`src/rtl/reg_fifo_pkg.sv`:
```
// Shared width helpers for the reg_fifo buffer register and its control block.
package reg_fifo_pkg;

  function automatic int ptr_w(input int depth);
    return $clog2(depth);
  endfunction

  function automatic int cnt_w(input int depth);
    return $clog2(depth) + 1;
  endfunction

endpackage

```
`src/rtl/reg_fifo_ctrl.sv`:
```
// Pointer, occupancy and flag control for reg_fifo; all state moves on the falling clock edge.
module reg_fifo_ctrl
  import reg_fifo_pkg::*;
#(
  parameter int unsigned DEPTH = 4,
  localparam int PTR_W = ptr_w(DEPTH),
  localparam int CNT_W = cnt_w(DEPTH)
) (
  input  logic             clock,
  input  logic             reset,
  input  logic             clear,
  input  logic             wr_en,
  input  logic             rd_en,
  output logic             push_acc,
  output logic [PTR_W-1:0] wp,
  output logic [PTR_W-1:0] rp,
  output logic [CNT_W-1:0] count,
  output logic             empty,
  output logic             full,
  output logic             overrun
);

  logic pop_acc;

  assign empty = (count == '0);
  assign full  = (count == CNT_W'(DEPTH));

  // A pop frees the slot the same-cycle push needs, so a full buffer still takes both.
  always_comb begin
    pop_acc  = 1'b0;
    push_acc = 1'b0;
    if (!clear) begin
      pop_acc  = rd_en && !empty;
      push_acc = wr_en && (!full || pop_acc);
    end
  end

  always_ff @(negedge clock or posedge reset) begin
    if (reset) begin
      wp      <= '0;
      rp      <= '0;
      count   <= '0;
      overrun <= 1'b0;
    end else if (clear) begin
      wp      <= '0;
      rp      <= '0;
      count   <= '0;
      overrun <= 1'b0;
    end else begin
      if (push_acc) wp <= wp + 1'b1;
      if (pop_acc)  rp <= rp + 1'b1;
      count <= count + CNT_W'(push_acc) - CNT_W'(pop_acc);
      if (wr_en && !push_acc) overrun <= 1'b1;
    end
  end

endmodule

```
`src/rtl/reg_fifo.sv`:
```
// First-word-fall-through buffer register: storage array plus head-word mux.
module reg_fifo
  import reg_fifo_pkg::*;
#(
  parameter int unsigned WIDTH = 8,
  parameter int unsigned DEPTH = 4,
  parameter logic [WIDTH-1:0] RESET_VALUE = '0,
  localparam int PTR_W = ptr_w(DEPTH),
  localparam int CNT_W = cnt_w(DEPTH)
) (
  input  logic             clock,
  input  logic             reset,
  input  logic             clear,
  input  logic             wr_en,
  input  logic [WIDTH-1:0] d,
  input  logic             rd_en,
  output logic [WIDTH-1:0] q,
  output logic             empty,
  output logic             full,
  output logic [CNT_W-1:0] count,
  output logic             overrun
);

  logic [WIDTH-1:0] mem [DEPTH];
  logic [PTR_W-1:0] wp;
  logic [PTR_W-1:0] rp;
  logic             push_acc;

  reg_fifo_ctrl #(
    .DEPTH(DEPTH)
  ) u_ctrl (
    .clock   (clock),
    .reset   (reset),
    .clear   (clear),
    .wr_en   (wr_en),
    .rd_en   (rd_en),
    .push_acc(push_acc),
    .wp      (wp),
    .rp      (rp),
    .count   (count),
    .empty   (empty),
    .full    (full),
    .overrun (overrun)
  );

  // Contents are don't-care after reset/clear, so the array carries no reset.
  always_ff @(negedge clock) begin
    if (push_acc) mem[wp] <= d;
  end

  assign q = empty ? RESET_VALUE : mem[rp];

endmodule

```
`config.mk`:
```
export PLATFORM = sky130hd
export DESIGN_NAME = reg_fifo
export DESIGN_NICKNAME = d
export VERILOG_FILES = /design/src/rtl/reg_fifo_pkg.sv /design/src/rtl/reg_fifo_ctrl.sv /design/src/rtl/reg_fifo.sv
export SDC_FILE = /design/constraint.sdc
export NUM_CORES = 1
export LEC_CHECK = 0
export ABC_AREA = 1
export CAP_MARGIN = 30
export CORE_UTILIZATION = 55
export CTS_CLUSTER_SIZE = 40
export DETAILED_ROUTE_END_ITERATION = 10
export HOLD_SLACK_MARGIN = 0.12
export MAX_ROUTING_LAYER = met4
export PLACE_DENSITY = 0.9
export REMOVE_ABC_BUFFERS = 1
export SETUP_SLACK_MARGIN = 0.3
export SLEW_MARGIN = 20
export SYNTH_ARGS = -nofsm -noshare
export SYNTH_HDL_FRONTEND = slang
export SYNTH_SLANG_ARGS = --single-unit
```
`constraint.sdc`:
```
create_clock -name clock -period 6.1 [get_ports clock]
set_input_delay 1.83 -clock clock [delete_from_list [all_inputs] [get_ports clock]]
set_output_delay 1.83 -clock clock [all_outputs]
set_load 0.05 [all_outputs]
```
==> impl_metrics.toml <==
[status]
status = "finished, violations left"
violations = "negative setup slack"

[placement]
io_buffers = 26
place_inst = 259
hpwlAfterDp_um = 2660
placed_cell_area_sq_um = 2370
gp_congestion = 0.825

[cells_and_area]
stdcell_count = 310
multi_input_area_sq_um = 664
ff_latch_area_sq_um = 1160
fin_util = 0.922
fin_area_sq_um = 2840
drive_gt1_frac = 0.342
areaGrowthSynthToFinish_pct = 57.8
num_antenna_cells = 0
fillers = 104
layout.nets = 285

[die]
die_area_sq_um = 3500
core-area_sq_um = 3080
start_util = 0.585
ios = 27
die_w_um = 59.2
die_h_um = 59.2
rows = 20

[clock_network]
clk_latency_ns = 0.45
clkTransAtPathRegs_ns = 0.08
numCtsBuffers = 5
cts.path.max_buffers = 2
htreeDepth = 2
cts_tree = "built"
cts_root_buf = "clkbuf_4"
numClockSinks = 40
hold_buffers = 0

[yosys]
ys_types = 18
synth_edf_count = 32
ys_seq_area_frac = 0.645
ys_async_sr_fraction = 0.200
synth_cells = 172
syn-cell-area_sq_um = 1800
ys_dominant_reg_cell = "edfxtp_1"
synthTopCellsByArea = "edfxtp_1 (53%), dfrtn_1 (11%), nand2_1 (8.8%), nor2_1 (5.8%), ha_1 (4.2%)"
yosys.cell_count.top_type = "nand2_1"
ys_seq_elements = 40
yosysTopAreaCell = "edfxtp_1"
synth_top_area_frac = 0.534
yosys-top-cells-count = "nand2_1 (42), edfxtp_1 (32), nor2_1 (28)"
yosysWarnings = 0
synth_area_per_cell_sq_um = 10.5

[grt]
antenna_found_initial = 0
grt_pass1_wl_um = 8400
grt_max_degree = 17
grt_pass1_vias = 1705
overflow = 0
grt_usage = 0.365

[worst_setup_path]
crit_path_max_fanout = 5
cp_cell_sequence = "buf_4 -> nor2_1 -> nor2_1 -> o21ai_0 -> a21oi_2 -> buf_12"
worstSetupEndpointType = "output port"
crit_path_start_kind = "flop"
cpPeakStageDelay_ns = 0.57
path_common_cell = "nor2_1"
reg2reg_depth = 11
cp.required_ns = 4.27
cp_num_buf_inv = 2
crit_arrival_ns = 4.77
critPathKind = "flop to output port"
r2r-end = "u_ctrl.count[1]"
critPathTopFamily = "flip-flops"
r2r_slack_ns = 3.98
crit_slowest_cell = "dfrtn_1"
rr_startpoint = "u_ctrl.count[2]"

[sta]
tightest_slew_ns = 0.402
setup_ws_ns = -0.504
fin_worst_skew_ns = 0.122
slew_headroom = 0.732
finalHoldViolations = 0
slew_viol_final = 0
setup_viol = 10
rsz0062_at_grt = "yes"

[detailed_routing]
wl_per_cell_um = 20.6
vias = 1708
drt_iter0_drc = 159
drtPass1Iterations = 5
via_per_inst = 5.51
drcViolationCount = 0
wl_um = 6380
ant_nets = 0

[worst_hold_path]
whs_path_depth = 2
holdCritPathClass = "flop to flop"
min_delay_worst_endpoint = "u_ctrl.wp[1]"
holdCritStartpoint = "u_ctrl.wp[1]"

[power]
pwr-share-clk = 0.188
power.internal_mw = 0.723
p_leak_nw = 1.31
swShare = 0.462
power_density_nw_per_um2 = 473
switchingPower_mw = 0.621
comb_power_share = 0.560
seqPwrFrac = 0.252
ir_drop_uv = 336
design_power_total_mw = 1.34

[run]
cap_viol_max_count = 0
layer usage:
layer  part of all wire  global-route usage  wire [um]
met5                  0                   -          0
met4              0.033               0.235        213
met3              0.081              0.0764        515
met2               0.53               0.604       3370
met1               0.36               0.396       2290
worst min-delay path, cell delays in order, from the launching register on:
cell	delay [ns]
dfrtn_1	0.48
nand3_1	0.09
nand2_1	0.06
repair_timing:
action,4_1_cts,5_1_grt
cloned,0,1
pin swaps,11,18
buffers inserted,7,4
endpoints found under the setup margin,49,18
gates resized for setup,33,42
metrics by stage:
stage | TNS (ns) | hold WS (ns) | setup slack [ns]
2_1_floorplan | -7.18 | 0.480 | -0.803
3_3_place_gp | -9.14 | 0.505 | -0.577
4_1_cts | -3.33 | 0.517 | -0.448
6_report | -3.95 | 0.524 | -0.504
5_1_grt | -4.46 | 0.544 | -0.551
3_5_place_dp | -10.86 | 0.515 | -0.602
layout make-up:
type | instances | area share
Sequential cell | 40 | 0.409
Timing Repair Buffer | 59 | 0.248
Multi-Input combinational cell | 107 | 0.234
Clock inverter | 34 | 0.0458
Inverter | 20 | 0.0295
Tap cell | 44 | 0.0194
Clock buffer | 6 | 0.0145
worst max-delay path by stage:
stage,start,cells after the start,slack [ns],end
2_1_floorplan,u_ctrl.count[1],4,-0.80,q[0]
3_3_place_gp,rd_en,10,-0.58,u_ctrl.count[2]
3_5_place_dp,rd_en,10,-0.60,u_ctrl.count[2]
4_1_cts,u_ctrl.rp[0],6,-0.45,q[3]
5_1_grt,u_ctrl.rp[0],7,-0.55,q[2]
6_report,u_ctrl.rp[0],6,-0.50,q[0]
layout by cell type (no fill, tap or decap), types with 2 or more instances in the layout:
cell / count
inv_1: 46
nand2_1: 39
edfxtp_1: 32
buf_4: 18
nor2_1: 17
buf_6: 15
buf_12: 14
nor2_2: 9
clkdlybuf4s50_1: 9
a21oi_2: 8
dfrtn_1: 8
o21ai_1: 6
nand4_1: 5
clkbuf_4: 5
ha_1: 4
nand3_1: 3
nand3_2: 3
inv_2: 3
nand2_2: 2
nor2_4: 2
inv_4: 2
ha_4: 2
cell families after synthesis:
family,synth area share
AOI/OAI and AO/OA,0.0473
adders and majority gates,0.0529
DFF,0.645
xor gates and xnor gates,0.00487
and+or+nand+nor,0.183
buffers and inverters,0.0668
flip-flops by register name (all words and copies together) (netlist names):
| register | flops |
|---|---|
| u_ctrl.rp | 2 |
| u_ctrl.overrun | 1 |
| u_ctrl.wp | 2 |
| mem | 32 |
| u_ctrl.count | 3 |
power groups by stage:
| stage | clock (mW) | combinational (mW) | sequential [mW] |
|---|---|---|---|
| floorplan | 0.0324 | 0.247 | 0.371 |
| global placement | 0.0324 | 0.565 | 0.334 |
| detailed placement | 0.0324 | 0.576 | 0.336 |
| CTS | 0.217 | 0.643 | 0.334 |
| global route | 0.271 | 0.782 | 0.338 |
| finish | 0.253 | 0.753 | 0.338 |
(Power assumes the default switching activity.)
